==> src/rtl/display_pkg.sv <==
// Shared types for the display row shifter: FSM state encoding and a small width helper.
package display_pkg;

  typedef enum logic [2:0] {
    ST_IDLE = 3'd0,
    ST_FILL = 3'd1,
    ST_LOW  = 3'd2,
    ST_HIGH = 3'd3,
    ST_DONE = 3'd4
  } row_shifter_state_t;

  // Width of a counter spanning 0..n-1, never less than one bit.
  function automatic int unsigned width_of(input int unsigned n);
    return (n > 1) ? $clog2(n) : 1;
  endfunction

endpackage

==> src/rtl/display_plane_select.sv <==
// Bit-plane selector: picks bit [plane] of every colour component and registers it
// on capture; planes beyond the component width read as zero.
module display_plane_select #(
  parameter int CHAINS   = 2,
  parameter int BITWIDTH = 8,
  parameter int PLANE_W  = $clog2(BITWIDTH)
) (
  input  logic                         clk,
  input  logic                         rst,
  input  logic                         i_capture,
  input  logic [PLANE_W-1:0]           i_plane,
  input  logic [CHAINS*3*BITWIDTH-1:0] i_data,
  output logic [CHAINS*3-1:0]          o_rgb
);

  localparam int NCOMP = CHAINS * 3;

  logic             w_plane_ok;
  logic [NCOMP-1:0] w_sel;
  logic [NCOMP-1:0] r_rgb;

  assign w_plane_ok = (int'(i_plane) < BITWIDTH);

  // Component n occupies i_data[n*BITWIDTH +: BITWIDTH]; chain-major, R,G,B within a chain.
  for (genvar g = 0; g < NCOMP; g++) begin : g_comp
    logic [BITWIDTH-1:0] w_comp;
    assign w_comp   = i_data[g*BITWIDTH +: BITWIDTH];
    assign w_sel[g] = w_plane_ok & w_comp[i_plane];
  end

  // NOTE: sequential state uses non-blocking (<=) so every register samples pre-edge values.
  always_ff @(posedge clk) begin
    if (!rst) begin
      r_rgb <= '0;
    end else if (i_capture) begin
      r_rgb <= w_sel;
    end
  end

  assign o_rgb = r_rgb;

endmodule

==> src/rtl/display_row_shifter.sv <==
// LED panel row shifter: fills the fetch pipeline, then emits COLUMNS oclk pulses with
// one selected bit-plane per component. Optional macro: DISPLAY_ROW_SHIFTER_ABORT_EN.
module display_row_shifter
  import display_pkg::*;
#(
  parameter int PIPE_LENGTH = 2,
  parameter int COLUMNS     = 32,
  parameter int BITWIDTH    = 8,
  parameter int CHAINS      = 2,
  parameter int CLK_DIV     = 1
) (
  input  logic                         clk,
  input  logic                         rst,
  input  logic                         load,
`ifdef DISPLAY_ROW_SHIFTER_ABORT_EN
  input  logic                         abort,
`endif
  input  logic [$clog2(BITWIDTH)-1:0]  plane,
  input  logic [CHAINS*3*BITWIDTH-1:0] data_in,
  output logic [$clog2(COLUMNS)-1:0]   column,
  output logic                         pipe,
  output logic                         oclk,
  output logic [CHAINS*3-1:0]          rgb,
  output logic                         busy,
  output logic                         complete
);

  localparam int COL_W   = $clog2(COLUMNS);
  localparam int PLANE_W = $clog2(BITWIDTH);
  localparam int PH_MAX  = (PIPE_LENGTH > CLK_DIV) ? PIPE_LENGTH : CLK_DIV;
  localparam int PH_W    = width_of(PH_MAX);

  localparam logic [COL_W-1:0] COL_LAST  = COL_W'(COLUMNS - 1);
  localparam logic [PH_W-1:0]  FILL_LAST = PH_W'(PIPE_LENGTH - 1);
  localparam logic [PH_W-1:0]  DIV_LAST  = PH_W'(CLK_DIV - 1);

  row_shifter_state_t r_state, w_next_state;

  logic [PH_W-1:0]    r_phase;
  logic [COL_W-1:0]   r_pair;
  logic [COL_W-1:0]   r_column;
  logic [PLANE_W-1:0] r_plane;

  logic w_abort;
  logic w_pipe, w_oclk, w_busy, w_complete;
  logic w_next_active;
  logic w_capture;

`ifdef DISPLAY_ROW_SHIFTER_ABORT_EN
  assign w_abort = abort;
`else
  assign w_abort = 1'b0;
`endif

  always_ff @(posedge clk) begin
    if (!rst) begin
      r_state <= ST_IDLE;
    end else begin
      r_state <= w_next_state;
    end
  end

  // NOTE: every always_comb output gets a default first, so no path can infer a latch.
  always_comb begin
    w_next_state = r_state;
    w_pipe       = 1'b0;
    w_oclk       = 1'b0;
    w_busy       = 1'b0;
    w_complete   = 1'b0;
    case (r_state)
      ST_IDLE: begin
        if (load) w_next_state = ST_FILL;
      end
      ST_FILL: begin
        w_pipe = 1'b1;
        w_busy = 1'b1;
        if (r_phase == FILL_LAST) w_next_state = ST_LOW;
      end
      ST_LOW: begin
        w_busy = 1'b1;
        if (r_phase == DIV_LAST) w_next_state = ST_HIGH;
      end
      ST_HIGH: begin
        w_busy = 1'b1;
        w_oclk = 1'b1;
        w_pipe = (r_phase == '0);
        if (r_phase == DIV_LAST) begin
          w_next_state = (r_pair == COL_LAST) ? ST_DONE : ST_LOW;
        end
      end
      ST_DONE: begin
        w_complete   = 1'b1;
        w_next_state = load ? ST_FILL : ST_IDLE;
      end
      default: w_next_state = ST_IDLE;
    endcase
    if (w_abort) w_next_state = ST_IDLE;
  end

  assign w_next_active = (w_next_state == ST_FILL) || (w_next_state == ST_LOW) ||
                         (w_next_state == ST_HIGH);
  assign w_capture     = (w_next_state == ST_LOW) && (r_state != ST_LOW);

  // r_phase times the current state; r_pair counts completed LOW/HIGH pairs.
  always_ff @(posedge clk) begin
    if (!rst) begin
      r_phase  <= '0;
      r_pair   <= '0;
      r_column <= '0;
      r_plane  <= '0;
    end else begin
      if (w_next_state != r_state || r_state == ST_IDLE) begin
        r_phase <= '0;
      end else begin
        r_phase <= r_phase + 1'b1;
      end

      if (!w_next_active || w_next_state == ST_FILL) begin
        r_pair <= '0;
      end else if (r_state == ST_HIGH && w_next_state == ST_LOW) begin
        r_pair <= r_pair + 1'b1;
      end

      if (!w_next_active) begin
        r_column <= '0;
      end else if (w_pipe && r_column != COL_LAST) begin
        r_column <= r_column + 1'b1;
      end

      if (w_next_state == ST_FILL && r_state != ST_FILL) begin
        r_plane <= plane;
      end
    end
  end

  display_plane_select #(
    .CHAINS  (CHAINS),
    .BITWIDTH(BITWIDTH),
    .PLANE_W (PLANE_W)
  ) u_plane_select (
    .clk      (clk),
    .rst      (rst),
    .i_capture(w_capture),
    .i_plane  (r_plane),
    .i_data   (data_in),
    .o_rgb    (rgb)
  );

  assign column   = r_column;
  assign pipe     = w_pipe;
  assign oclk     = w_oclk;
  assign busy     = w_busy;
  assign complete = w_complete;

endmodule

==> config.mk <==
export PLATFORM = sky130hd
export DESIGN_NAME = display_row_shifter
export DESIGN_NICKNAME = d
export VERILOG_FILES = /design/src/rtl/display_pkg.sv /design/src/rtl/display_plane_select.sv /design/src/rtl/display_row_shifter.sv
export SDC_FILE = /design/constraint.sdc
export NUM_CORES = 1
export LEC_CHECK = 0
export CAP_MARGIN = 5
export CORE_MARGIN = 2
export CORE_UTILIZATION = 37
export DETAILED_ROUTE_END_ITERATION = 8
export GPL_TIMING_DRIVEN = 0
export PLACE_DENSITY = 0.74
export SETUP_SLACK_MARGIN = 0.3
export SKIP_LAST_GASP = 1
export SLEW_MARGIN = 20
export SYNTH_ARGS = -nofsm -noshare
export SYNTH_HDL_FRONTEND = slang
export SYNTH_HIERARCHICAL = 1
export SYNTH_SLANG_ARGS = --single-unit
==> constraint.sdc <==
create_clock -name clk -period 2 [get_ports clk]
set_input_delay 0.4 -clock clk [delete_from_list [all_inputs] [get_ports clk]]
set_output_delay 0.4 -clock clk [all_outputs]
set_load 0.01 [all_outputs]
==> metrics.txt, run 1 <==
CP arrival=1.97 ns; outcome=finished clean; yosys warns=6; P_int=0.846 mW; IO Count=69; filler cell count=318; leak pwr=0.870 nW; Post-Synth Simple-Gate Area=17.5%; R2R depth=8; final setup fails=0; Slew Limit Headroom=62.5%; grt ovf=0; Max clock buf depth=2; DR vias=1455; drt drc=0; max incr delay on CP=0.40 ns; Setup CP Type=reg -> reg; met2 usage=37.7%; final core utilization=65.5%; final instance area=0.00245 mm²; H-tree Lvls=1; 1st-iter DRT viols=43; Sum Neg Setup Slack=0 ns; most used cell along the critical path=ha_4; Die W=67.2 µm; crit path cell chain=ha_4 -> and3_4 -> ha_4 -> or3b_4 -> a21oi_4 -> buf_8 -> buf_4 -> a21oi_2; leading area contributor after synthesis=dfxtp_1; delay-heaviest family, CP=simple AND/OR/NAND/NOR gates; top-count cell post-synth=dfxtp_1; MaxCap Viol Count=0; Worst Hold Class=reg -> reg; met3 usage=4.00%; critical path endpoint category=register; Clock transition at path regs=0.08 ns; Worst VDD drop=0.490 mV; GPL Wtd Cong=0.771; Layout area overhead=65.9%; Clock Skew=0.00154 ns; fmax=553 MHz; DP Area=0.00226 mm²; DR pass1 iterations=4; main combinational cell family by area after synthesis=compound AO/OA/AOI/OAI gates; synthesized area per cell=9.60 µm²; critical path startpoint category=register; Synth Area in Adders=3.38%; Starting Density=39.5%; Post-synth top cells=dfxtp_1 (23), mux2i_1 (14), mux2_2 (12), nor2_1 (12), a21oi_1 (10); cells after synthesis=154; asr flop ratio synth=0%; Clock Tree Root=clkbuf_8; Required @ worst endpoint=2.16 ns; drt wl/cell=15.3 µm; Net Count, Synth=212; XOR/XNOR Fraction of Synth Area=4.15%; core area=0.00374 mm²; Die ar.=0.00452 mm²; Flop pwr share=42.2%; Diodes inserted=0; pwr dens=473 mW/mm²; combinational power share=33.4%; Clk Latency, worst-skew pair=0.26 ns; Clk pwr share=24.5%; max-slew violation count=0; Synth area leaders=dfxtp_1 (31%), mux2i_1 (9.5%), mux2_2 (9.1%), a221o_1 (4.1%), a21oi_1 (3.4%); R2R Path End=u_plane_select/o_rgb[3]; first-pass GRT wire length=6.86 mm; final-report hold violation count=0; Critical R2R Launch=r_pair[1]; end of the worst hold path=r_plane[0]; initial antenna violation count=0; GR Layer Usage met1=22.1%; drt total wl=4.31 mm; TritonCTS clock tree=yes; I/O Buffers=68; Final HPWL DP=3.37 mm; crit path max-delay cell type=or3b_4; unrepaired setup endpoints after global routing=true; Vias per Instance=5.18; Syn Std Cell Area=0.00148 mm²; top_reg_cell synth=dfxtp_1; Unique masters post-synth=36; row count=22; compound-gate portion of the synthesized area=19.4%; Min Clock Period, post-route=1.81 ns; synthesized flop and latch total=23; Die Span Y=67.2 µm; GRT Resource Usage Total=19.8%; sequential fraction of the synthesis area=31.1%; Worst Path Max Fanout=5; hold path cells=2; Switch Pwr=0.314 mW; pin count of the biggest net entering global routing=14; vias in the first global route=1501; CP Buf/Inv Count=2; post-synthesis mux area share=18.6%; Switching Share=27.1%; fin nets=292; number of enable flip-flop cells after synthesis=0; Sink Count=23; hold_sp=r_plane[0]; post-synth top area share=31.1%; gr busiest metal=met2; DRT antenna net count=0; measured slew at the worst slew-check pin=0.560 ns; period utilisation layout=90.4%; FF-to-FF setup slack=0.19 ns; share of cells above drive strength 1=26.2%; Inserted Clock Buffers=3
==> routing by layer <==
| layer | wire length, µm | part of all wire (%) |
|---|---|---|
| met5 | 0 | 0 |
| met4 | 25 | 0.58 |
| met2 | 2200 | 51 |
| met3 | 331 | 7.7 |
| met1 | 1760 | 41 |
==> how the worst max path moves through the flow <==
stage                                   end  cells after the start  slack [ns]  startpoint
finish              u_plane_select/o_rgb[3]                      8        0.19   r_pair[1]
CTS                 u_plane_select/o_rgb[2]                      8        0.17   r_pair[0]
floorplan           u_plane_select/o_rgb[1]                      8        0.28   r_pair[1]
global placement                  column[3]                      5        0.07         rst
detailed placement                column[0]                      5        0.02         rst
global route                      column[0]                      5        0.13         rst
==> metrics by stage <==
stage / instances / hold slack, ns / total power, mW / setup WS, ns
floorplan: 154 / 0.447 / 0.686 / 0.283
global placement: 270 / 0.456 / 0.848 / 0.0684
detailed placement: 270 / 0.466 / 0.856 / 0.0236
CTS: 279 / 0.493 / 1.16 / 0.167
global route: 281 / 0.525 / 1.23 / 0.127
finish: 281 / 0.480 / 1.16 / 0.192
==> timing repair <==
action,CTS,global route
endpoints found under the setup margin,16,20
pin swaps,5,4
hold buffers,0,0
resized for setup,15,18
buffers inserted,4,2
gates cloned,1,0
==> cell usage in the layout, fill, tap and decap left out, drive strengths merged, types with 3 or more instances in the layout <==
cell type	n
nor2	12
ha	4
clkbuf	7
mux2	12
mux2i	14
a21oi	10
a21boi	5
a221o	6
xnor2	5
and2	4
nor2b	3
dfxtp	23
nand2b	3
nand2	8
o21ai	7
o22ai	6
clkdlybuf4s50	64
nand3	8
buf	12
==> power by group through the flow <==
stage               sequential, mW  clock (mW)  combinational (mW)
finish                       0.489       0.284               0.387
CTS                          0.488       0.296               0.372
floorplan                    0.500           0               0.186
detailed placement           0.498           0               0.357
global route                 0.492       0.321               0.418
global placement             0.497           0               0.351
==> area by class of cell <==
cell class / instances / area (µm²) / area share [%]
Multi-Input combinational cell: 122 / 1060 / 43.0
Timing Repair Buffer: 75 / 722 / 29.4
Sequential cell: 23 / 465 / 19.0
Buffer: 7 / 96.3 / 3.93
Tap cell: 48 / 60.1 / 2.45
Clock buffer: 3 / 41.3 / 1.68
Inverter: 2 / 7.51 / 0.306
Clock inverter: 1 / 5.00 / 0.204
==> flip-flops by register name, summed over array words and instances (netlist names) <==
name	count
r_pair	5
r_state	3
r_phase	1
r_plane	3
column	5
u_plane_select/o_rgb	6
==> cells by family after synthesis <==
family / after synthesis
AOI/OAI and AO/OA: 38
xor gates and xnor gates: 7
adders and majority gates: 4
buffers and inverters: 9
DFF: 23
muxes: 26
and+or+nand+nor: 47
==> worst min-delay path: cells and delay by family, from the launching register on <==
kind               cells  cell delay [ns]
AOI/OAI and AO/OA      1             0.06
DFF                    1             0.32
and+or+nand+nor        1             0.05
(Power assumes the default switching activity.)
==> run 2, diff against run 1 <==
- CORE_UTILIZATION: 37 -> 40
- PLACE_DENSITY: 0.74 -> 0.76
- clock period: 2 -> 2.2 ns (I/O delays scaled with it)
==> metrics.txt, run 2 (synthesis results as in run 1) <==
Diodes inserted=0 (unchanged); Max clock buf depth=2 (unchanged); sequential cell area=465 µm² (unchanged); initial antenna violation count=0 (unchanged); footprint of the multi-input gates=988 µm² (-6.4%); Die W=64.8 µm (-3.6%); Vias per Instance=5.33 (+2.9%); Clock transition at path regs=0.09 ns (about the same); H-tree Lvls=1 (unchanged); Clock Tree Root=clkbuf_8; Worst setup startpoint=r_pair[1]; DRT antenna net count=0 (unchanged); GPL Wtd Cong=0.784 (+1.8%); leak pwr=0.874 nW (+0.53%); Pwr Total=1.05 mW (-9.1%); Switch Pwr=0.288 mW (-8.2%); fmax=538 MHz (-2.7%); Flop pwr share=42.1% (about the same); first-pass GRT wire length=6.82 mm (-0.50%); Inserted Clock Buffers=3 (unchanged); MaxCap Viol Count=0 (unchanged); DR vias=1497 (+2.9%); Slew Limit Headroom=70.6% (+8.1 points); unrepaired setup endpoints after global routing=false; most frequent cells in the layout=clkdlybuf4s50_1 (64), dfxtp_1 (19), mux2i_1 (14), mux2_2 (12), nor2_1 (11); pwr dens=440 mW/mm² (-6.9%); combinational power share=32.4% (-1.0 points); core area=0.00361 mm² (-3.7%); commonest non-fill, non-tap cell in the layout=clkdlybuf4s50_1; final core utilization=66.4% (+0.84 points); DP Area=0.00223 mm² (-1.4%); Starting Density=41.0% (+1.5 points); CP arrival=2.06 ns (+0.09 ns); Setup CP Type=reg -> reg; Clk Latency, worst-skew pair=0.27 ns (about the same); hold_sp=r_plane[0]; DR pass1 iterations=4 (unchanged); Layout area overhead=61.8%; final instance area=0.00239 mm² (-2.4%); pin count of the biggest net entering global routing=14 (unchanged); outcome=finished clean; period utilisation layout=84.5% (-5.9 points); Die Span Y=64.8 µm (-3.6%); I/O Buffers=68 (unchanged); vias in the first global route=1541 (+2.7%); Worst VDD drop=0.287 mV (-42%); Clk pwr share=25.5% (+1.0 points); GRT Resource Usage Total=20.7% (+0.91 points); P_int=0.765 mW (-9.5%); critical path endpoint category=register; row count=22 (unchanged); measured slew at the worst slew-check pin=0.440 ns (-0.120 ns); Die ar.=0.00420 mm² (-7.1%); Worst Path Max Fanout=5 (unchanged); Switching Share=27.4% (+0.29 points); TritonCTS clock tree=yes; filler cell count=310 (-2.5%); Clock Skew=0.00450 ns (+0.00296 ns); Min Clock Period, post-route=1.86 ns (+0.0501 ns); 1st-iter DRT viols=76 (+77%); final setup fails=0 (unchanged); Worst Hold Class=reg -> reg; share of cells above drive strength 1=21.5% (-4.7 points); Final HPWL DP=3.30 mm (-2.2%); max FFs per register=6 (unchanged); Required @ worst endpoint=2.41 ns (+0.25 ns); max-slew violation count=0 (unchanged); Critical R2R Launch=r_pair[1]; grt ovf=0 (unchanged); drt wl/cell=15.9 µm (+3.7%); drt drc=0 (unchanged); Sink Count=23 (unchanged); drt total wl=4.47 mm (+3.7%); IO Count=69 (unchanged); fin nets=292 (unchanged); final-report hold violation count=0 (unchanged); critical path startpoint category=register; Sum Neg Setup Slack=0 ns (unchanged)
==> run 2: cell count changes in the layout (fill, tap and decap cells not counted), moves of 2 or more <==
cell / change
clkbuf_2: -2
dlygate4sd2_1: +3
o21ai_2: -4
a21oi_1: +3
a21oi_2: -3
o21ai_1: +5
==> run 2: final timing paths <==
check / endpoint / slack (ns) / cells after the start
setup / recovery: u_plane_select/o_rgb[1] / 0.34 / 8
hold / removal: r_plane[0] / 0.49 / 2
setup reg to reg: u_plane_select/o_rgb[1] / 0.34 / 8
hold reg to reg: r_plane[0] / 0.49 / 2
==> run 2: timing repair <==
item                                    CTS  global route
resized for setup                        19             9
cloned                                    1             0
buffers inserted                          4             2
hold buffers                              0             0
endpoints found under the setup margin   16            11
pin swaps                                 1             3
hold endpoints to repair                  0             0
==> run 2: per-layer routing <==
layer | GRT usage (%) | wire length [µm] | up-vias
met1 | 22.6 | 1780 | 693
met2 | 39.6 | 2260 | 67
met4 | 5.85 | 71 | 0
met5 | 0 | 0 | -
li1 | - | - | 728
met3 | 4.69 | 355 | 9
==> run 2: stage by stage <==
stage	worst slack [ns]	hold slack, ns	std cells
after floorplan	0.313	0.441	154
after global placement	0.176	0.456	270
after detailed placement	0.0931	0.467	270
after CTS	0.266	0.491	279
after global routing	0.293	0.524	281
final	0.342	0.487	281
==> run 2: cell type report <==
type / instances / share of cell area [%]
multi-input cells: 122 / 41.3
repair buffers: 75 / 30.6
flip-flops and latches: 23 / 19.4
plain buffers: 7 / 3.92
well taps: 48 / 2.51
clock buffers: 3 / 1.73
inverters: 2 / 0.314
clock inverters: 1 / 0.209
==> run 2: critical path: stages (launching register included) <==
cell and delay (ns):
dfxtp_2 0.33, ha_2 0.18, and3_4 0.18, ha_4 0.16, or3b_4 0.40, a21oi_4 0.20, buf_8 0.13, o21ai_1 0.07
a21oi_1 0.13
==> run 2: power by group through the flow <==
stage / logic, mW / clock network [mW] / registers, mW
4_1_cts: 0.339 / 0.270 / 0.443
3_5_place_dp: 0.325 / 0 / 0.453
5_1_grt: 0.366 / 0.289 / 0.445
2_1_floorplan: 0.167 / 0 / 0.454
6_report: 0.342 / 0.268 / 0.444
3_3_place_gp: 0.316 / 0 / 0.452
==> run 3, diff against run 2 <==
- clock period: 2.2 -> 1.85 ns (I/O delays scaled with it)
==> metrics.txt, run 3 (synthesis results as in run 1) <==
outcome=finished clean; max incr delay on CP=0.39 ns (about the same); Required @ worst endpoint=2.05 ns (-0.36 ns); Clock Tree Root=clkbuf_8; GPL Wtd Cong=0.794 (+1.2%); Max clock buf depth=2 (unchanged); Pwr Total=1.31 mW (+24%); 1st-iter DRT viols=95 (+25%); Die Span Y=64.8 µm (unchanged); most used cell along the critical path=ha_4; critical path endpoint category=register; commonest non-fill, non-tap cell in the layout=clkdlybuf4s50_1; fin nets=307 (+5.1%); Layout area overhead=79.5%; dpl ws=-0.0987 ns (-0.192 ns); drt total wl=4.65 mm (+4.2%); final setup fails=0 (unchanged); Diodes inserted=0 (unchanged); first-pass GRT wire length=6.91 mm (+1.3%); period utilisation layout=98.5% (+14 points); core area=0.00361 mm² (unchanged); Sink Count=23 (unchanged); Inserted Clock Buffers=3 (unchanged); DR pass1 iterations=4 (unchanged); Starting Density=41.0% (unchanged); fmax=549 MHz (+2.0%); Worst Path Max Fanout=5 (unchanged); initial antenna violation count=0 (unchanged); Clk Latency, worst-skew pair=0.27 ns (about the same); H-tree Lvls=1 (unchanged); crit path cell chain=ha_4 -> and3_4 -> ha_4 -> or3b_4 -> a21oi_4 -> buf_8 -> o21ai_2 -> a21oi_2; IO Count=69 (unchanged); cts hold-fix bufs=0 (unchanged); share of cells above drive strength 1=34.7% (+13 points); measured slew at the worst slew-check pin=0.577 ns (+0.137 ns); pwr dens=492 mW/mm² (+12%); Setup CP Type=reg -> reg; I/O Buffers=68 (unchanged); vias in the first global route=1505 (-2.3%); crit path max-delay cell type=or3b_4; DR vias=1514 (+1.1%); drt wl/cell=15.7 µm (-1.1%); DRT antenna net count=0 (unchanged); max FFs per register=6 (unchanged); Min Clock Period, post-route=1.82 ns (-0.0359 ns); pin count of the biggest net entering global routing=14 (unchanged); most frequent cells in the layout=clkdlybuf4s50_1 (55), buf_4 (20), dfxtp_1 (15), mux2i_1 (14), mux2_2 (12); Slew Limit Headroom=61.6% (-9.0 points); GRT Resource Usage Total=21.1% (+0.34 points); Worst Hold Class=reg -> reg; MaxCap Viol Count=0 (unchanged); grt ovf=0 (unchanged); row count=22 (unchanged); Clock transition at path regs=0.08 ns (about the same); final-report hold violation count=0 (unchanged); drt drc=0 (unchanged); leak pwr=1.07 nW (+22%); max-slew violation count=0 (unchanged); TritonCTS clock tree=yes; CP arrival=2.02 ns (-0.04 ns); critical path startpoint category=register; unrepaired setup endpoints after global routing=true; Clock Skew=0.00432 ns (-0.000176 ns); Die ar.=0.00420 mm² (unchanged); Final HPWL DP=3.15 mm (-4.5%); Die W=64.8 µm (unchanged); Vias per Instance=5.11 (-4.0%); Final WS setup=0.0279 ns (-0.314 ns); Worst VDD drop=0.497 mV (+73%)
-- run 3: changes by cell type in the layout (fill, tap and decap cells not counted), sizes merged --
cell	previous run	this run
dlygate4sd2	4	5
dlymetal6s2s	0	5
buf	13	30
clkdlybuf4s15	0	1
clkdlybuf4s50	64	55
-- run 3: final cells by class --
cell class	instances	area (µm²)
Buffer	7	100
Clock buffer	3	41.3
Clock inverter	1	5.00
Fill cell	266	951
Inverter	2	7.51
Multi-Input combinational cell	122	1100
Sequential cell	23	473
Tap cell	48	60.1
Timing Repair Buffer	90	865
-- run 3: power breakdown --
| part | switching, mW | internal, mW | total [mW] | leakage [nW] |
|---|---|---|---|---|
| clock | 0.164 | 0.151 | 0.315 | 0.0255 |
| sequential | 0.0155 | 0.513 | 0.529 | 0.191 |
| combinational | 0.180 | 0.282 | 0.463 | 0.855 |
| total | 0.360 | 0.946 | 1.31 | 1.07 |
-- run 3: worst paths after layout --
| check | from | endpoint | slack (ns) | depth (start not counted) |
|---|---|---|---|---|
| max | r_pair[1] | u_plane_select/o_rgb[3] | 0.03 | 8 |
| min | r_plane[0] | r_plane[0] | 0.50 | 2 |
| max reg2reg | r_pair[1] | u_plane_select/o_rgb[3] | 0.03 | 8 |
| min reg2reg | r_plane[0] | r_plane[0] | 0.50 | 2 |
-- run 3: what timing repair did --
action	4_1_cts	5_1_grt
gates cloned	1	0
setup endpoints to repair	24	25
resized for setup	33	27
pin swaps	11	13
buffers inserted	13	8
-- run 3: layer usage --
layer  track usage [%]  part of all wire (%)  up-vias  routed length, µm
li1                  -                     -      753                  -
met1              24.1                    40      694               1840
met2              39.7                    51       62               2390
met3              3.30                   7.9        5                366
met4              6.38                   1.1        0                 53
met5                 0                     0        -                  0
-- run 3: worst max-delay path: cells and delay by family, from the launching register on --
| family | cells | cell delay (ns) |
|---|---|---|
| AOI/OAI and AO/OA | 3 | 0.41 |
| DFF | 1 | 0.34 |
| and+or+nand+nor | 2 | 0.54 |
| buffers and inverters | 1 | 0.14 |
| adders and majority gates | 2 | 0.32 |
-- run 3: through the flow --
stage	TNS (ns)	cell area (µm²)	hold slack (ns)	utilization, %	cells
after floorplan	0	1560	0.447	-	154
after global placement	-0.161	2300	0.457	63.8	270
after detailed placement	-0.609	2300	0.463	63.8	270
after CTS	0	2530	0.505	70.2	288
after global routing	-0.0482	2660	0.528	73.6	296
final	0	2660	0.497	73.6	296
